==> src/rtl/m2p_indication_serializer_pkg.sv <==
// Shared types and helpers for the method-to-pipe indication serializer.
// Holds the FSM state encoding, the header field widths and the beat-count helper.
package m2p_pkg;

  typedef enum logic [1:0] {
    IDLE,
    HDR,
    PAY
  } state_e;

  localparam int PORTAL_W = 16;
  localparam int LEN_W    = 8;
  localparam int METHOD_W = 8;

  // Number of BEAT_W-wide payload beats needed to carry an ARG_W-bit argument.
  function automatic int nbeats(input int arg_w, input int beat_w);
    return (arg_w + beat_w - 1) / beat_w;
  endfunction

endpackage

==> src/rtl/m2p_indication_serializer_if.sv <==
// Bundles the method-call side and the enq pipe side of the serializer.
// master drives calls and pipe readiness; slave is the serializer itself.
interface m2p_indication_serializer_if #(
  parameter int NUM_METHODS = 4,
  parameter int ARG_W       = 64,
  parameter int BEAT_W      = 32
);
  logic [NUM_METHODS-1:0]       method_ena;
  logic [NUM_METHODS*ARG_W-1:0] method_v;
  logic [NUM_METHODS-1:0]       method_rdy;
  logic                         enq_ena;
  logic [BEAT_W-1:0]            enq_v;
  logic                         enq_rdy;

  modport master (
    output method_ena, method_v, enq_rdy,
    input  method_rdy, enq_ena, enq_v
  );

  modport slave (
    input  method_ena, method_v, enq_rdy,
    output method_rdy, enq_ena, enq_v
  );
endinterface

==> src/rtl/m2p_indication_serializer_rr_arbiter.sv <==
// Combinational round-robin picker: first requesting index at or after ptr, wrapping.
module rr_arbiter
  import m2p_pkg::*;
#(
  parameter int N = 4,
  localparam int IDX_W = $clog2(N)
) (
  input  logic [N-1:0]     req,
  input  logic [IDX_W-1:0] ptr,
  output logic [IDX_W-1:0] grant_idx,
  output logic             grant_vld
);

  always_comb begin
    logic [IDX_W-1:0] idx;
    grant_idx = '0;
    grant_vld = 1'b0;
    idx       = '0;
    for (int k = 0; k < N; k++) begin
      idx = IDX_W'((int'(ptr) + k) % N);
      if (!grant_vld && req[idx]) begin
        grant_vld = 1'b1;
        grant_idx = idx;
      end
    end
  end

endmodule

==> src/rtl/m2p_indication_serializer.sv <==
// Buffers guarded indication method calls in one-entry holding registers and
// serialises them round-robin onto a narrow enq pipe as header + payload beats.
module m2p_indication_serializer
  import m2p_pkg::*;
#(
  parameter int NUM_METHODS = 4,
  parameter int ARG_W       = 64,
  parameter int BEAT_W      = 32,
  parameter int PORTAL_ID   = 5
) (
  input  logic                       CLK,
  input  logic                       nRST,
  m2p_indication_serializer_if.slave bus,
  output logic                       busy,
  output logic [31:0]                msg_count
);

  localparam int NB     = nbeats(ARG_W, BEAT_W);
  localparam int IDX_W  = $clog2(NUM_METHODS);
  localparam int BIDX_W = (NB > 1) ? $clog2(NB) : 1;
  localparam int PAD_W  = NB * BEAT_W;
  localparam logic [PORTAL_W-1:0] PID = PORTAL_W'(PORTAL_ID);
  localparam logic [LEN_W-1:0]    LEN = LEN_W'(NB);

  if (BEAT_W < 32) begin : g_chk_beat_w
    $error("BEAT_W must be at least 32");
  end
  if (NB > 255) begin : g_chk_nbeats
    $error("payload beat count must fit in 8 bits");
  end
  if (NUM_METHODS > 256) begin : g_chk_methods
    $error("NUM_METHODS must fit in the 8-bit method field");
  end

  state_e               state, state_d;
  logic [IDX_W-1:0]     sel, sel_d, rr_ptr, grant_idx;
  logic                 grant_vld;
  logic [BIDX_W-1:0]    beat, beat_d;
  logic                 last_acc;
  logic [NUM_METHODS-1:0] hold_valid, capture, release_mask;
  logic [ARG_W-1:0]     hold_arg [NUM_METHODS];
  logic [PAD_W-1:0]     arg_pad;
  logic [BEAT_W-1:0]    pay_beat [NB];
  logic [BEAT_W-1:0]    hdr_word;

  // A call is only captured into an empty slot; the slot in flight is frozen.
  assign capture      = bus.method_ena & ~hold_valid;
  assign release_mask = last_acc ? (NUM_METHODS'(1) << sel) : '0;

  rr_arbiter #(.N(NUM_METHODS)) u_arb (
    .req      (hold_valid),
    .ptr      (rr_ptr),
    .grant_idx(grant_idx),
    .grant_vld(grant_vld)
  );

  always_comb begin
    state_d  = state;
    sel_d    = sel;
    beat_d   = beat;
    last_acc = 1'b0;
    unique case (state)
      IDLE: begin
        if (grant_vld) begin
          sel_d   = grant_idx;
          state_d = HDR;
        end
      end
      HDR: begin
        if (bus.enq_rdy) begin
          beat_d  = '0;
          state_d = PAY;
        end
      end
      PAY: begin
        if (bus.enq_rdy) begin
          if (beat == BIDX_W'(NB - 1)) begin
            last_acc = 1'b1;
            state_d  = IDLE;
          end else begin
            beat_d = beat + 1'b1;
          end
        end
      end
      default: state_d = IDLE;
    endcase
  end

  always_ff @(posedge CLK or negedge nRST) begin
    if (!nRST) begin
      state      <= IDLE;
      sel        <= '0;
      beat       <= '0;
      rr_ptr     <= '0;
      hold_valid <= '0;
      msg_count  <= '0;
    end else begin
      state      <= state_d;
      sel        <= sel_d;
      beat       <= beat_d;
      hold_valid <= (hold_valid & ~release_mask) | capture;
      if (last_acc) begin
        rr_ptr    <= (sel == IDX_W'(NUM_METHODS - 1)) ? '0 : sel + 1'b1;
        msg_count <= msg_count + 32'd1;
      end
    end
  end

  always_ff @(posedge CLK) begin
    for (int i = 0; i < NUM_METHODS; i++) begin
      if (capture[i]) hold_arg[i] <= bus.method_v[i*ARG_W +: ARG_W];
    end
  end

  // Payload slices, least significant first; the last one is zero-padded on top.
  assign arg_pad = PAD_W'(hold_arg[sel]);
  for (genvar b = 0; b < NB; b++) begin : g_beat
    assign pay_beat[b] = arg_pad[b*BEAT_W +: BEAT_W];
  end

  assign hdr_word = BEAT_W'({PID, LEN, METHOD_W'(sel)});

  assign bus.enq_v      = (state == HDR) ? hdr_word :
                          (state == PAY) ? pay_beat[beat] : '0;
  assign bus.enq_ena    = (state != IDLE) & bus.enq_rdy;
  assign bus.method_rdy = ~hold_valid;
  assign busy           = (state != IDLE) | (|hold_valid);

  ena_while_full: assert property (
    @(posedge CLK) disable iff (!nRST) (bus.method_ena & hold_valid) == '0
  );

endmodule

==> src/flat_wrapper.sv <==
// flat-port wrapper written by rule: the top's interface ports become plain ports
module m2p_indication_serializer_flat import m2p_pkg::*;
#(
  parameter int NUM_METHODS = 4,
  parameter int ARG_W       = 64,
  parameter int BEAT_W      = 32,
  parameter int PORTAL_ID   = 5
)
  (CLK, nRST, busy, msg_count, bus_method_ena, bus_method_v, bus_enq_rdy, bus_method_rdy, bus_enq_ena, bus_enq_v);
  m2p_indication_serializer_if #(.NUM_METHODS(NUM_METHODS), .ARG_W(ARG_W), .BEAT_W(BEAT_W)) bus_i ();
  input  logic CLK;
  input  logic nRST;
  output logic busy;
  output logic [31:0] msg_count;
  input wire logic [$bits(bus_i.method_ena)-1:0] bus_method_ena;
  input wire logic [$bits(bus_i.method_v)-1:0] bus_method_v;
  input wire logic [$bits(bus_i.enq_rdy)-1:0] bus_enq_rdy;
  output wire logic [$bits(bus_i.method_rdy)-1:0] bus_method_rdy;
  output wire logic [$bits(bus_i.enq_ena)-1:0] bus_enq_ena;
  output wire logic [$bits(bus_i.enq_v)-1:0] bus_enq_v;
  assign bus_i.method_ena = bus_method_ena;
  assign bus_i.method_v = bus_method_v;
  assign bus_i.enq_rdy = bus_enq_rdy;
  assign bus_method_rdy = bus_i.method_rdy;
  assign bus_enq_ena = bus_i.enq_ena;
  assign bus_enq_v = bus_i.enq_v;
  m2p_indication_serializer #(.NUM_METHODS(NUM_METHODS), .ARG_W(ARG_W), .BEAT_W(BEAT_W), .PORTAL_ID(PORTAL_ID)) u_core (.CLK(CLK), .nRST(nRST), .bus(bus_i), .busy(busy), .msg_count(msg_count));
endmodule
==> config.mk <==
export PLATFORM = sky130hd
export DESIGN_NAME = m2p_indication_serializer_flat
export DESIGN_NICKNAME = d
export VERILOG_FILES = /design/src/rtl/m2p_indication_serializer_pkg.sv /design/src/rtl/m2p_indication_serializer_if.sv /design/src/rtl/m2p_indication_serializer_rr_arbiter.sv /design/src/rtl/m2p_indication_serializer.sv /design/src/flat_wrapper.sv
export SDC_FILE = /design/constraint.sdc
export NUM_CORES = 1
export LEC_CHECK = 0
export CAP_MARGIN = 20
export CORE_ASPECT_RATIO = 1.4
export CORE_MARGIN = 3
export CORE_UTILIZATION = 35
export CTS_CLUSTER_SIZE = 25
export DETAILED_ROUTE_END_ITERATION = 16
export GPL_TIMING_DRIVEN = 0
export PLACE_DENSITY_LB_ADDON = 0.15
export SYNTH_ARGS = -nofsm -noshare
export SYNTH_HDL_FRONTEND = slang
export SYNTH_SLANG_ARGS = --single-unit
==> constraint.sdc <==
create_clock -name CLK -period 5 [get_ports CLK]
set_clock_uncertainty 0.1 [all_clocks]
set_input_delay 1.25 -clock CLK [delete_from_list [all_inputs] [get_ports CLK]]
set_output_delay 1.25 -clock CLK [all_outputs]
set_load 0.05 [all_outputs]
==> flow_summary.json, run 1 <==
{
  "cts_buffers": 31,
  "tightest_slew_ns": 0.884,
  "cts_tree": "done",
  "holdWs_ns": 0.373,
  "ys.flop_type": "edfxtp_1",
  "worstPathRequired_ns": 3.65,
  "cts_max_path_buffers": 3,
  "drt-total-wl_mm": 33.3,
  "syn_inst": 629,
  "critical_path_arrival_ns": 3.37,
  "post_cts_buffers": 0,
  "irDropWorstVdd_uv": 313,
  "grt_pass1_vias": 7863,
  "p_per_area_nw_per_um2": 433,
  "synth_fp_nets": 897,
  "status": "complete, no violations",
  "nNetsFinal": 1271,
  "worst-setup-path-type": "register to primary output",
  "dp_hpwl_mm": 24.6,
  "overflow": 0,
  "place_ws_ns": 0.711,
  "setup_viol": 0,
  "syn2layout_area_growth_pct": 43.1,
  "vias_per_cell": 4.78,
  "start_util": 0.357,
  "postRouteAntennaNets": 0,
  "layout_commonest_cell": "clkdlybuf4s50_1",
  "synth-seq-area-share": 0.735,
  "gp_congestion": 0.773,
  "ys_ff_latch": 299,
  "grt.total_usage": 0.181,
  "synth.area.top_cells": "edfxtp_1, mux4_2, dfrtp_1, mux2i_1, xnor2_1",
  "cts.sinks": 299,
  "drt_first_pass_iters": 6,
  "drc": 0,
  "drv_slew": 0,
  "max_cap_viol_count": 0,
  "pin_count": 333,
  "grt_max_degree": 27,
  "end_kind": "primary output",
  "fp-row-count": 79,
  "leakage_nw": 5.94,
  "cts_hold_buffers": 0,
  "cts_max_level": 1,
  "yosysTopAreaCell": "edfxtp_1",
  "clk_pin_slew_worst_paths_ns": 0.06,
  "chipWidth_um": 162,
  "grt_first_pass_wirelength_mm": 48.7,
  "setup_slack_ns": 0.279,
  "coreArea_um2": 33400,
  "finalCritPeriodShare": 0.944,
  "drive_gt1_frac": 0.154,
  "layout_common_cells": "clkdlybuf4s50_1, edfxtp_1, mux4_2",
  "num_vias": 7037,
  "drt_iter0_markers": 313,
  "avgSynthCellArea_um2": 18.9,
  "io_buffer_count": 331,
  "cts.repair.resized": 0,
  "async_reset_ff_frac": 0.144,
  "slew_headroom": 0.410,
  "clkLatencyLatePin_ns": 0.55,
  "rsz0062_at_grt": "no",
  "dieArea_um2": 36300,
  "hold_class": "register to register",
  "worstSetupStartpointType": "register",
  "die_h_um": 224,
  "max_freq_ghz": 0.212,
  "yosysWarnings": 0,
  "crit_fanout": 10,
  "antenna_found_initial": 2,
  "finalHoldViolations": 0,
  "rrSetupSlack_ns": 2.70,
  "yosys.area.top_type_share": 0.645,
  "synth.distinct_cells": 41,
  "synth_edf_count": 256,
  "wl_per_cell_um": 22.6,
  "clock-root-buffer": "clkbuf_16",
  "fin_crit_ns": 4.72,
  "syn_area_um2": 11900
}
[layer usage]
layer / wire length, um / part of all wire / track usage
met1: 11700 / 0.35 / 0.195
met2: 18700 / 0.56 / 0.349
met3: 2390 / 0.072 / 0.0497
met4: 520 / 0.016 / 0.0438
met5: 13 / 0.00039 / 0
[final timing paths]
kind | startpoint | endpoint | cells after the start
worst max register to register | u_core.hold_valid[3] | u_core.hold_arg[3][44] | 4
worst max-delay path | u_core.state[1] | bus_enq_v[25] | 6
worst min-delay path | u_core.msg_count[31] | u_core.msg_count[31] | 1
min in group asynchronous | nRST | u_core.msg_count[12] | 1
worst min register to register | u_core.msg_count[31] | u_core.msg_count[31] | 1
max in group asynchronous | nRST | u_core.beat | 2
[report_power, final]
part	leakage, nW	switching, mW	total (mW)	internal, mW
sequential	2.87	0.0521	2.87	2.82
combinational	2.56	1.19	2.16	0.968
clock	0.512	0.926	2.36	1.44
[synthesized netlist by cell type, drive strengths merged, types with 5 or more instances]
| master | instances |
|---|---|
| o21ai | 15 |
| mux2 | 6 |
| ha | 5 |
| a31oi | 9 |
| nand4 | 7 |
| inv | 9 |
| and3 | 7 |
| xor2 | 9 |
| mux4 | 59 |
| nor2 | 48 |
| buf | 22 |
| xnor2 | 22 |
| nor2b | 5 |
| mux2i | 32 |
| dfrtp | 43 |
| clkbuf | 9 |
| edfxtp | 256 |
| nand3 | 13 |
| nand2 | 26 |
[stage by stage]
stage                     power, mW  cells  setup TNS, ns   util  area [um2]
final                          7.39   1471              0  0.511       17100
after CTS                      7.52   1470              0  0.511       17100
after detailed placement       5.14   1415              0  0.480       16000
after global placement         5.13   1405        -779.30  0.473       15800
after global routing           7.72   1471              0  0.511       17100
after floorplan                4.32    629              0      -       11900
[critical path, stage by stage (launching register included)]
cell and delay [ns]:
dfrtp_1 0.36, buf_4 0.16, nand2b_1 0.20, clkbuf_1 0.53, clkbuf_1 0.65, nor2_1 0.16, clkdlybuf4s50_1 0.74
[cells by family (layout without fill, tap and decap cells)]
| family | Yosys count | count (layout) | synth area share |
|---|---|---|---|
| mux | 97 | 97 | 0.144 |
| flops | 299 | 299 | 0.735 |
| xor+xnor | 31 | 31 | 0.0228 |
| buf+inv | 40 | 436 | 0.0170 |
| fa+ha+maj | 5 | 5 | 0.00525 |
| simple gates | 121 | 121 | 0.0572 |
| compound gates | 36 | 36 | 0.0185 |
| other cells | 0 | 1 | 0 |
[flip-flops by register name, indices dropped and copies added, names as in the netlist]
register and cells:
u_core.beat 1, u_core.sel 2, u_core.state 2, u_core.rr_ptr 2, u_core.hold_valid 4, u_core.msg_count 32
u_core.hold_arg 256
[area by class of cell]
| class | count | area [um2] |
|---|---|---|
| Antenna cell | 1 | 2.50 |
| Buffer | 31 | 169 |
| Clock buffer | 37 | 798 |
| Clock inverter | 18 | 239 |
| Fill cell | 2889 | 16300 |
| Inverter | 9 | 33.8 |
| Multi-Input combinational cell | 290 | 2980 |
| Sequential cell | 299 | 8760 |
| Tap cell | 445 | 557 |
| Timing Repair Buffer | 341 | 3520 |
Power figures use the tool's default switching activity.
==> run 2, diff against run 1 <==
--- a/config.mk
+++ b/config.mk
@@ -10,3 +10,3 @@
 export CORE_MARGIN = 3
-export CORE_UTILIZATION = 35
+export CORE_UTILIZATION = 45
 export CTS_CLUSTER_SIZE = 25
--- a/constraint.sdc
+++ b/constraint.sdc
@@ -4,2 +4,2 @@
 set_output_delay 1.25 -clock CLK [all_outputs]
-set_load 0.05 [all_outputs]
+set_load 0.01 [all_outputs]
==> run 2 against run 1 <==
  * Count of clock-buffer cells in the layout rose by 5
  * Largest power group unchanged
  * Worst setup slack gained 0.23 ns
  * Maximum frequency up 5.2%
  * Combinational power down 15%
  * Hold slack better by 0.0011 ns
  * Utilization is 14 points higher
  * First-iteration DRC count grew 0.64%
  * Largest cell class unchanged
  * Critical endpoint is now bus_enq_v[21]
==> flow_summary.json, run 2 (synthesis gave the netlist of run 1 again) <==
{
  "status": "complete, no violations",
  "p_total_mw": 6.95,
  "hold_class": "register to register",
  "critical_path_arrival_ns": 3.14,
  "post_cts_buffers": 0,
  "cts_max_path_buffers": 3,
  "slowest_delay_ns": 0.67,
  "cts.repair.resized": 0,
  "p_per_area_nw_per_um2": 413,
  "chipWidth_um": 144,
  "placed_area_um2": 15800,
  "cts.sinks": 299,
  "max_cap_viol_count": 0,
  "clkLatencyLatePin_ns": 0.54,
  "drt_first_pass_iters": 4,
  "tightest_slew_ns": 0.811,
  "fin_crit_ns": 4.49,
  "grt_pass1_vias": 7714,
  "grt.total_usage": 0.212,
  "worst-setup-path-type": "register to primary output",
  "dieArea_um2": 28500,
  "dp.cells": 1288,
  "final_area_um2": 16800,
  "layout_common_cells": "clkdlybuf4s50_1, edfxtp_1, mux4_2",
  "postRouteAntennaNets": 0,
  "gp_congestion": 0.810,
  "antenna_found_initial": 7,
  "cts_buffers": 29,
  "leakage_nw": 5.89,
  "clk_pin_slew_worst_paths_ns": 0.06,
  "crit_start": "u_core.state[1]",
  "syn2layout_area_growth_pct": 41.2,
  "die_h_um": 199,
  "finalCritPeriodShare": 0.897,
  "setup_slack_ns": 0.514,
  "max_freq_ghz": 0.223,
  "clock-root-buffer": "clkbuf_16",
  "fp-row-count": 69,
  "nNetsFinal": 1268,
  "largest_reg_flops": 256,
  "largest-register": "u_core.hold_arg",
  "rsz0062_at_grt": "no",
  "final_cells": 1347,
  "crit_slowest_cell": "clkbuf_1",
  "wl_per_cell_um": 22.5,
  "cts_max_level": 1,
  "end_kind": "primary output",
  "critical_path.most_common_cell": "clkbuf_1",
  "layout_commonest_cell": "clkdlybuf4s50_1",
  "drv_slew": 0,
  "irDropWorstVdd_uv": 333,
  "io_buffer_count": 331,
  "overflow": 0,
  "num_vias": 7021,
  "start_util": 0.463,
  "hp-start": "u_core.msg_count[31]",
  "r2r-start": "u_core.sel[0]",
  "pin_count": 333,
  "worstSetupStartpointType": "register",
  "drt_iter0_markers": 315,
  "drive_gt1_frac": 0.147,
  "drt-total-wl_mm": 30.3,
  "place_ws_ns": 1.00,
  "crit_fanout": 10,
  "path_cells": "buf_4 > nand2b_1 > clkbuf_1 > clkbuf_1 > nor2_1 > clkdlybuf4s50_1",
  "drc": 0,
  "slew_headroom": 0.458,
  "cts_tree": "done",
  "vias_per_cell": 5.21,
  "fill_cells": 1859,
  "crit_family": "buffers and inverters",
  "finalHoldViolations": 0,
  "path_buf_inv": 4,
  "coreArea_um2": 25700,
  "setup_viol": 0,
  "grt_first_pass_wirelength_mm": 45.0,
  "dp_hpwl_mm": 21.9,
  "grt_max_degree": 29,
  "largest_registers": "u_core.hold_arg (256), u_core.msg_count (32), u_core.hold_valid (4)",
  "worstPathRequired_ns": 3.65,
  "cts_hold_buffers": 0
}
-- run 2: cell types whose count changed in the layout (fill, tap and decap cells not counted) --
| cell | before | now |
|---|---|---|
| clkbuf_8 | 0 | 1 |
| clkinvlp_4 | 0 | 1 |
| inv_6 | 0 | 1 |
| buf_12 | 9 | 8 |
| clkbuf_1 | 15 | 21 |
| clkinv_2 | 7 | 0 |
| diode_2 | 1 | 5 |
| inv_8 | 0 | 1 |
| bufinv_16 | 6 | 5 |
| clkinv_4 | 1 | 0 |
| clkbuf_16 | 31 | 29 |
-- run 2: stage by stage --
step | utilization | hold WS [ns] | setup TNS [ns]
after floorplan | - | 0.407 | 0
after global placement | 0.608 | 0.363 | -640.98
after detailed placement | 0.616 | 0.367 | 0
after CTS | 0.654 | 0.379 | 0
after global routing | 0.654 | 0.409 | 0
final | 0.654 | 0.374 | 0
-- run 2: per-layer routing --
layer / GRT usage / part of all wire
met1: 0.255 / 0.37
met2: 0.377 / 0.53
met3: 0.0512 / 0.072
met4: 0.0607 / 0.026
met5: 0 / 0.0011
-- run 2: final timing paths --
kind                                         to  slack [ns]  cells past startpoint
setup / recovery                  bus_enq_v[21]        0.51                      6
max in group asynchronous  u_core.msg_count[25]        3.72                      2
hold / removal             u_core.msg_count[31]        0.37                      1
setup reg to reg               u_core.rr_ptr[1]        2.70                      7
hold reg to reg            u_core.msg_count[31]        0.37                      1
min in group asynchronous   u_core.msg_count[8]        0.58                      1
-- run 2: power by group --
group	internal, mW	leakage, nW	switching (mW)
clock network	1.35	0.466	0.898
registers	2.82	2.87	0.0510
logic	0.968	2.55	0.869
-- run 2: layout make-up --
| class | count | area, um2 | area share |
|---|---|---|---|
| sequential | 299 | 8760 | 0.521 |
| timing repair buffer | 340 | 3500 | 0.208 |
| multi-input combinational | 290 | 2980 | 0.177 |
| clock buffer | 42 | 785 | 0.0466 |
| tap | 319 | 399 | 0.0237 |
| clock inverter | 12 | 193 | 0.0114 |
| buffer | 31 | 169 | 0.0100 |
| inverter | 9 | 33.8 | 0.00201 |
| antenna | 5 | 12.5 | 0.000743 |
